`src/rtl/spi_clk_gen.sv`:
```
// SPI serial-clock divider and chip-select framer feeding the shift core.
// Sequences IDLE -> SETUP -> RUN -> HOLD -> GAP and emits SCK edge strobes.
module spi_clk_gen #(
    parameter int DIV_WIDTH = 16,
    parameter int CSD_WIDTH = 8,
    parameter int NSS_NUM   = 4
) (
    input  logic                 clk_i,
    input  logic                 rst_i,
    input  logic                 en_i,
    input  logic                 cpol_i,
    input  logic [DIV_WIDTH-1:0] div_i,
    input  logic [CSD_WIDTH-1:0] csd_i,
    input  logic [NSS_NUM-1:0]   nss_sel_i,
    input  logic                 start_i,
    input  logic                 last_i,
    output logic                 st_o,
    output logic                 busy_o,
    output logic                 pos_edge_o,
    output logic                 neg_edge_o,
    output logic                 sck_o,
    output logic [NSS_NUM-1:0]   nss_o,
    output logic                 done_o
);

    typedef enum logic [2:0] {
        IDLE,
        SETUP,
        RUN,
        HOLD,
        GAP
    } state_t;

    state_t               r_state;
    logic [DIV_WIDTH-1:0] r_cnt_div;
    logic [CSD_WIDTH-1:0] r_cnt_csd;
    logic [DIV_WIDTH-1:0] r_div;
    logic [CSD_WIDTH-1:0] r_csd;
    logic                 r_cpol;
    logic                 r_sck;
    logic [NSS_NUM-1:0]   r_nss;
    logic                 r_st;
    logic                 r_busy;
    logic                 r_done;

    logic                 w_bound;
    logic                 w_stop;
    logic                 w_edge;
    logic [NSS_NUM-1:0]   w_sel_low;

    // Isolate the lowest set select bit so only one NSS line can go low.
    assign w_sel_low = nss_sel_i & (~nss_sel_i + NSS_NUM'(1));

    assign w_bound = (r_state == RUN) && (r_cnt_div == r_div);
    assign w_stop  = w_bound && last_i && (r_sck == r_cpol);
    assign w_edge  = w_bound && !w_stop && en_i;

    assign pos_edge_o = w_edge && !r_sck;
    assign neg_edge_o = w_edge && r_sck;

    assign st_o   = r_st;
    assign busy_o = r_busy;
    assign sck_o  = r_sck;
    assign nss_o  = r_nss;
    assign done_o = r_done;

    always_ff @(posedge clk_i or posedge rst_i) begin
        if (rst_i) begin
            r_state   <= IDLE;
            r_cnt_div <= '0;
            r_cnt_csd <= '0;
            r_div     <= '0;
            r_csd     <= '0;
            r_cpol    <= 1'b0;
            r_sck     <= 1'b0;
            r_nss     <= '1;
            r_st      <= 1'b0;
            r_busy    <= 1'b0;
            r_done    <= 1'b0;
        end else begin
            r_done <= 1'b0;
            if (!en_i && r_state != IDLE) begin
                r_state   <= IDLE;
                r_sck     <= r_cpol;
                r_nss     <= '1;
                r_st      <= 1'b0;
                r_busy    <= 1'b0;
                r_cnt_div <= '0;
                r_cnt_csd <= '0;
            end else begin
                unique case (r_state)
                    IDLE: begin
                        r_sck <= cpol_i;
                        r_nss <= '1;
                        if (en_i && start_i && (|nss_sel_i)) begin
                            r_cpol    <= cpol_i;
                            r_div     <= div_i;
                            r_csd     <= csd_i;
                            r_nss     <= ~w_sel_low;
                            r_busy    <= 1'b1;
                            r_cnt_csd <= '0;
                            r_state   <= SETUP;
                        end
                    end
                    SETUP: begin
                        if (r_cnt_csd == r_csd) begin
                            r_state   <= RUN;
                            r_cnt_csd <= '0;
                            r_cnt_div <= '0;
                            r_st      <= 1'b1;
                        end else begin
                            r_cnt_csd <= r_cnt_csd + CSD_WIDTH'(1);
                        end
                    end
                    RUN: begin
                        if (w_stop) begin
                            r_state   <= HOLD;
                            r_st      <= 1'b0;
                            r_cnt_div <= '0;
                        end else if (w_bound) begin
                            r_cnt_div <= '0;
                            r_sck     <= ~r_sck;
                        end else begin
                            r_cnt_div <= r_cnt_div + DIV_WIDTH'(1);
                        end
                    end
                    HOLD: begin
                        if (r_cnt_csd == r_csd) begin
                            r_state   <= GAP;
                            r_nss     <= '1;
                            r_cnt_csd <= '0;
                            r_done    <= (r_csd == '0);
                        end else begin
                            r_cnt_csd <= r_cnt_csd + CSD_WIDTH'(1);
                        end
                    end
                    GAP: begin
                        // done is registered, so it is raised entering the final GAP cycle
                        if (r_cnt_csd == r_csd) begin
                            r_state <= IDLE;
                            r_busy  <= 1'b0;
                        end else begin
                            r_cnt_csd <= r_cnt_csd + CSD_WIDTH'(1);
                            r_done    <= ((r_cnt_csd + CSD_WIDTH'(1)) == r_csd);
                        end
                    end
                    default: r_state <= IDLE;
                endcase
            end
        end
    end

endmodule
```
`config.mk`:
```
export PLATFORM = sky130hd
export DESIGN_NAME = spi_clk_gen
export DESIGN_NICKNAME = d
export VERILOG_FILES = /design/src/rtl/spi_clk_gen.sv
export SDC_FILE = /design/constraint.sdc
export NUM_CORES = 1
export LEC_CHECK = 0
export CORE_UTILIZATION = 50
export CTS_BUF_LIST = sky130_fd_sc_hd__clkbuf_8
export CTS_CLUSTER_DIAMETER = 30
export CTS_CLUSTER_SIZE = 8
export DETAILED_ROUTE_END_ITERATION = 10
export PLACE_DENSITY = 0.77
export SETUP_SLACK_MARGIN = 0.02
export SLEW_MARGIN = 20
export SYNTH_ARGS = -nofsm -noshare
export SYNTH_HDL_FRONTEND = slang
export SYNTH_SLANG_ARGS = --single-unit
```
`constraint.sdc`:
```
create_clock -name clk_i -period 5.15 [get_ports clk_i]
set_input_delay 0.515 -clock clk_i [delete_from_list [all_inputs] [get_ports clk_i]]
set_output_delay 0.515 -clock clk_i [all_outputs]
set_load 0.05 [all_outputs]
```
### Word-level counts from Yosys, hierarchy flattened

Index checks and enable logic that the tools add are counted.

| storage, ports and cells | value |
|---|---|
| bits in registers | 60 |
| word-level logic and storage cells | 103 |
| bits of input ports | 34 |
| output and inout port bits | 10 |

| operators by class | value |
|---|---|
| muxes and demuxes | 37 |
| add/subtract/negate cells | 3 |
| equal/unequal tests | 16 |
| bitwise gates (word level) | 5 |
| reduce and logical (&&, ||, !) cells | 31 |

Operators with widths:

| cell | count |
|---|---|
| two-way mux 16 bit | 4 |
| two-way mux 8 bit | 4 |
| one-hot mux 16 bit (2 select lines) | 1 |
| one-hot mux 8 bit (3 select lines) | 1 |
| two-way mux 3 bit | 6 |
| adder 16 x 1 -> 16 bit (second input constant) | 1 |
| == test 16 bit | 1 |
| == test 8 bit | 2 |
| inequality test 3 bit (second input constant) | 5 |
| one-hot mux 3 bit (5 select lines) | 1 |
| AND reduction 3 bit | 5 |
| nonzero test 3 bit | 5 |
| two-way mux 1 bit | 12 |
| two-way mux 4 bit | 3 |
| logical AND 1 bit | 10 |
| inequality test 3 x 2 -> 1 bit (second input constant) | 3 |
| adder 8 x 1 -> 8 bit (second input constant) | 1 |
| logical NOT 8 bit | 1 |
| NOT 4 bit | 2 |
| one-hot mux 1 bit (2 select lines) | 4 |
| one-hot mux 4 bit (2 select lines) | 1 |
| == test 3 x 2 -> 1 bit (second input constant) | 2 |
| AND reduction 5 bit | 1 |
| adder 4 x 1 -> 4 bit (second input constant) | 1 |
| 11 further kinds | 15 |

### Depth between registers and ports, before layout

| logic depth | value |
|---|---|
| depth after elaboration | 8 |
| gate-level depth with buffers | 7 |
| depth with buffers taken out | 6 |

### Worst setup path after synthesis

OpenSTA, ideal clock, no wires.

| timing | value |
|---|---|
| path kind | register to output |
| start | reg r_cnt_div[6] |
| end | out pos_edge_o |
| path slack | 2.121 ns |
| path buffers | 2 |
| cell stages (with the launch flop) | 7 |
| arrival | 2.514 ns |
| cell sequence | dfrtp_1 -> buf_2 -> xor2_1 -> nor4_1 -> nand4_2 -> buf_2 -> nor3_1 |

| between the ends | value |
|---|---|
| longest elaborated chain between the ends | 8 |

Ends and longest elaborated chain:

| what | line | RTL |
|---|---|---|
| start, declared | 35 | `logic [DIV_WIDTH-1:0] r_cnt_div;` |
| start signal, assigned | 124 | `r_cnt_div <= r_cnt_div + DIV_WIDTH'(1);` |
| == test 16 bit * | 54 | `assign w_bound = (r_state == RUN) && (r_cnt_div == r_div);` |
| logical AND 1 bit * | 54 |  |
| logical AND 1 bit (2 in a row) | 55 | `assign w_stop = w_bound && last_i && (r_sck == r_cpol);` |
| logical NOT 1 bit | 56 | `assign w_edge = w_bound && !w_stop && en_i;` |
| logical AND 1 bit * (2 in a row) | 56 |  |
| logical AND 1 bit * | 58 | `assign pos_edge_o = w_edge && !r_sck;` |
| end, declared | 19 | `output logic pos_edge_o,` |

Every way passes the cells marked *; elsewhere a longest branch is shown, timed or not.

### Worst setup path in the final report

| timing | value |
|---|---|
| start | reg r_cnt_div[10] |
| end | out neg_edge_o |

| between the ends | value |
|---|---|
| longest elaborated chain between the ends | 8 |

Ends and longest elaborated chain:

| what | line | RTL |
|---|---|---|
| == test 16 bit * | 54 |  |
| logical AND 1 bit * | 54 |  |
| logical AND 1 bit (2 in a row) | 55 |  |
| logical NOT 1 bit | 56 |  |
| logical AND 1 bit * (2 in a row) | 56 |  |
| logical AND 1 bit * | 59 | `assign neg_edge_o = w_edge && r_sck;` |
| end, declared | 20 | `output logic neg_edge_o,` |

Marks and branches as above.

==> reports/qor.yml <==
setup_viol: 0
violations: "design-rule violations"
postCtsHoldBufs: 0
cp_max_fo: 19
p_per_area_nw_per_um2: 333
ios: 44
relSlewSlack_pct: 42.8
routed_via_density: 6.21
dp_worst_setup_slack_ns: 1.76
synth-main-ff-cell: "dfrtp_1"
worstPathArrival_ns: 3.31
tns_ns: 0
drc: 3
drt_iter0_drc: 273
dp.cells: 452
n_fill_cell: 522
start_util_pct: 52.7
ys_async_sr_fraction_pct: 100
drt-total-wl_um: 7870
stdcell_count: 468
tightest_slew_ns: 0.858
place.port_buffers: 43
grt_first_pass_wirelength_um: 13100
multi_input_area_um2: 1760
synth_nets: 384
mostFrequentLayoutCell: "dfrtp_1"
leakage_uw: 0.00163
cts.sinks: 60
grt_pass1_vias: 2707
core_um2: 6490
clock_path_buffers: 2
crit_required_ns: 4.64
drv_cap: 0
layout.nets: 422
status: "complete, but fails checks"
maxClockFrequency_ghz: 0.262
cts_root_buf: "clkbuf_8"
n_antenna_cell: 0
syn-instance-count: 348
drive_gt1_share_pct: 14.3
path_clk_slew_ns: 0.07
yosys_warnings: 0
cts_resized: 0
ys_seq_elements: 60
num_rows: 29
final_cell_mix: "56 x dfrtp_1, 43 x clkdlybuf4s50_1, 29 x xor2_1"
overflow: 0
avgSynthCellArea_um2: 9.84
cts_setup_buffers: 0
regArea_um2: 1510
die_w_um: 84.7
ys_seq_area_share_pct: 44.0
cp-start-kind: "flop"
hpwl_um: 5570
hp-class: "reg2reg"
detail_route.wl_per_cell_um: 16.8
finalCritPeriodShare_pct: 74.3
worst_slack_ns: 1.33
period_needed_ns: 3.82
grt_max_degree: 61
grt_antenna_before_repair: 0
synth_area_um2: 3420
die_h_um: 84.7
insertion_delay_ns: 0.35
cts_buffers: 9
dieArea_um2: 7180
maxSlewViolCount: 0
vias: 2908
ys_types: 50
htree_levels: 3
place_congestion: 0.891
grt_usage_pct: 23.4
finalHoldViolations: 0
syn_to_final_growth_pct: 18.6
drt_pre_antenna_iters: 8
crit_type: "reg2out"
power_uw: 1350
antenna_left: 0
worst_clock_skew_ns: 0.00947
crit_path_end_kind: "output port"
irDropWorstVdd_uv: 239
cts_tree: "yes"
synth_edf_count: 0
rsz0062_at_grt: "no"
per-layer routing:
| layer | GRT usage, % | vias to the layer above | routed length [µm] |
|---|---|---|---|
| met5 | 0 | - | 0 |
| met4 | 11.7 | 0 | 176 |
| met3 | 4.52 | 17 | 476 |
| met2 | 36.1 | 122 | 3640 |
| met1 | 31.4 | 1402 | 3580 |
| li1 | - | 1367 | - |
state kept, by name (all words and copies together) (netlist names):
| register | count |
|---|---|
| done_o | 1 |
| r_div | 16 |
| r_cnt_csd | 8 |
| st_o | 1 |
| r_cpol | 1 |
| r_cnt_div | 16 |
| busy_o | 1 |
| r_csd | 8 |
| sck_o | 1 |
| r_state | 3 |
| nss_o | 4 |
cells by family after synthesis:
| group | count (synthesis) | share of synthesized area [%] |
|---|---|---|
| xor+xnor | 36 | 9.21 |
| mux | 27 | 8.81 |
| compound gates | 72 | 13.5 |
| fa+ha+maj | 2 | 0.731 |
| buf+inv | 34 | 4.64 |
| flops | 60 | 44.0 |
| simple gates | 117 | 19.1 |
power breakdown:
group          internal (µW)  leakage, µW  switching (µW)  total (µW)
registers                545     0.000760            81.9         627
logic                    161     0.000782             170         330
clock network            190    0.0000851             205         396
total                    896      0.00163             457        1350
metrics by stage:
stage          instance area (µm²)  util, %  hold slack (ns)
2_1_floorplan                 3420        -            0.472
3_3_place_gp                  3870     59.6            0.493
3_5_place_dp                  3870     59.6            0.497
4_1_cts                       4060     62.5            0.507
5_1_grt                       4060     62.5            0.517
6_report                      4060     62.5            0.505
worst max-delay path, stage by stage (launching register included):
cell	delay [ns]
dfrtp_1	0.46
xor2_1	0.17
nor4_1	0.46
nand4_2	0.51
nor3_1	0.48
clkdlybuf4s50_1	0.88
synth_stat cells (2+ instances only):
| cell | instances | share of area [%] |
|---|---|---|
| ha_1 | 2 | 0.73 |
| o21ai_0 | 18 | 2.6 |
| xor2_1 | 29 | 7.4 |
| and2_1 | 2 | 0.37 |
| xnor2_1 | 7 | 1.8 |
| nor3b_1 | 2 | 0.44 |
| or4_1 | 4 | 0.88 |
| buf_1 | 2 | 0.22 |
| o22ai_1 | 3 | 0.55 |
| nor2b_1 | 2 | 0.37 |
| mux2_2 | 25 | 8.2 |
| buf_6 | 2 | 0.66 |
| or2_2 | 2 | 0.37 |
| nand2_1 | 23 | 2.5 |
| nor2_1 | 13 | 1.4 |
| or3_1 | 5 | 0.91 |
| inv_1 | 14 | 1.5 |
| and3_1 | 4 | 0.73 |
| dfrtp_1 | 56 | 41 |
| nand4b_1 | 2 | 0.51 |
| a2bb2oi_1 | 4 | 1.0 |
| clkbuf_1 | 5 | 0.55 |
| nor4_1 | 8 | 1.5 |
| mux2i_1 | 2 | 0.58 |
| nand4_1 | 9 | 1.6 |
| nand3_1 | 23 | 3.4 |
| nor3_1 | 9 | 1.3 |
| and4_1 | 3 | 0.77 |
| a41oi_1 | 7 | 1.8 |
| a21oi_1 | 11 | 1.6 |
| a31oi_1 | 17 | 3.1 |
| dfstp_2 | 4 | 3.1 |
| buf_2 | 9 | 1.3 |
| o211ai_1 | 4 | 0.88 |
layout make-up:
type / count / share of cell area, %
clock buffer: 10 / 3.39
clock inverter: 6 / 1.20
inverter: 14 / 1.29
multi-input combinational: 254 / 43.3
sequential: 60 / 37.1
tap: 77 / 2.37
timing repair buffer: 47 / 11.3
final timing paths:
| check | start | endpoint | slack (ns) | cells past startpoint |
|---|---|---|---|---|
| max in group asynchronous | rst_i | r_cnt_csd[1]$_DFFE_PP0P_ | 3.93 | 3 |
| worst min register to register | nss_o[2]$_DFFE_PP1P_ | nss_o[2]$_DFFE_PP1P_ | 0.50 | 1 |
| worst min-delay path | nss_o[2]$_DFFE_PP1P_ | nss_o[2]$_DFFE_PP1P_ | 0.50 | 1 |
| worst max-delay path | r_cnt_div[10]$_DFFE_PP0P_ | neg_edge_o | 1.33 | 5 |
| min in group asynchronous | rst_i | r_div[14]$_DFFE_PP0P_ | 0.68 | 3 |
| worst max register to register | r_cnt_csd[4]$_DFFE_PP0P_ | r_cnt_div[13]$_DFFE_PP0P_ | 2.78 | 5 |
Power figures use the tool's default switching activity.
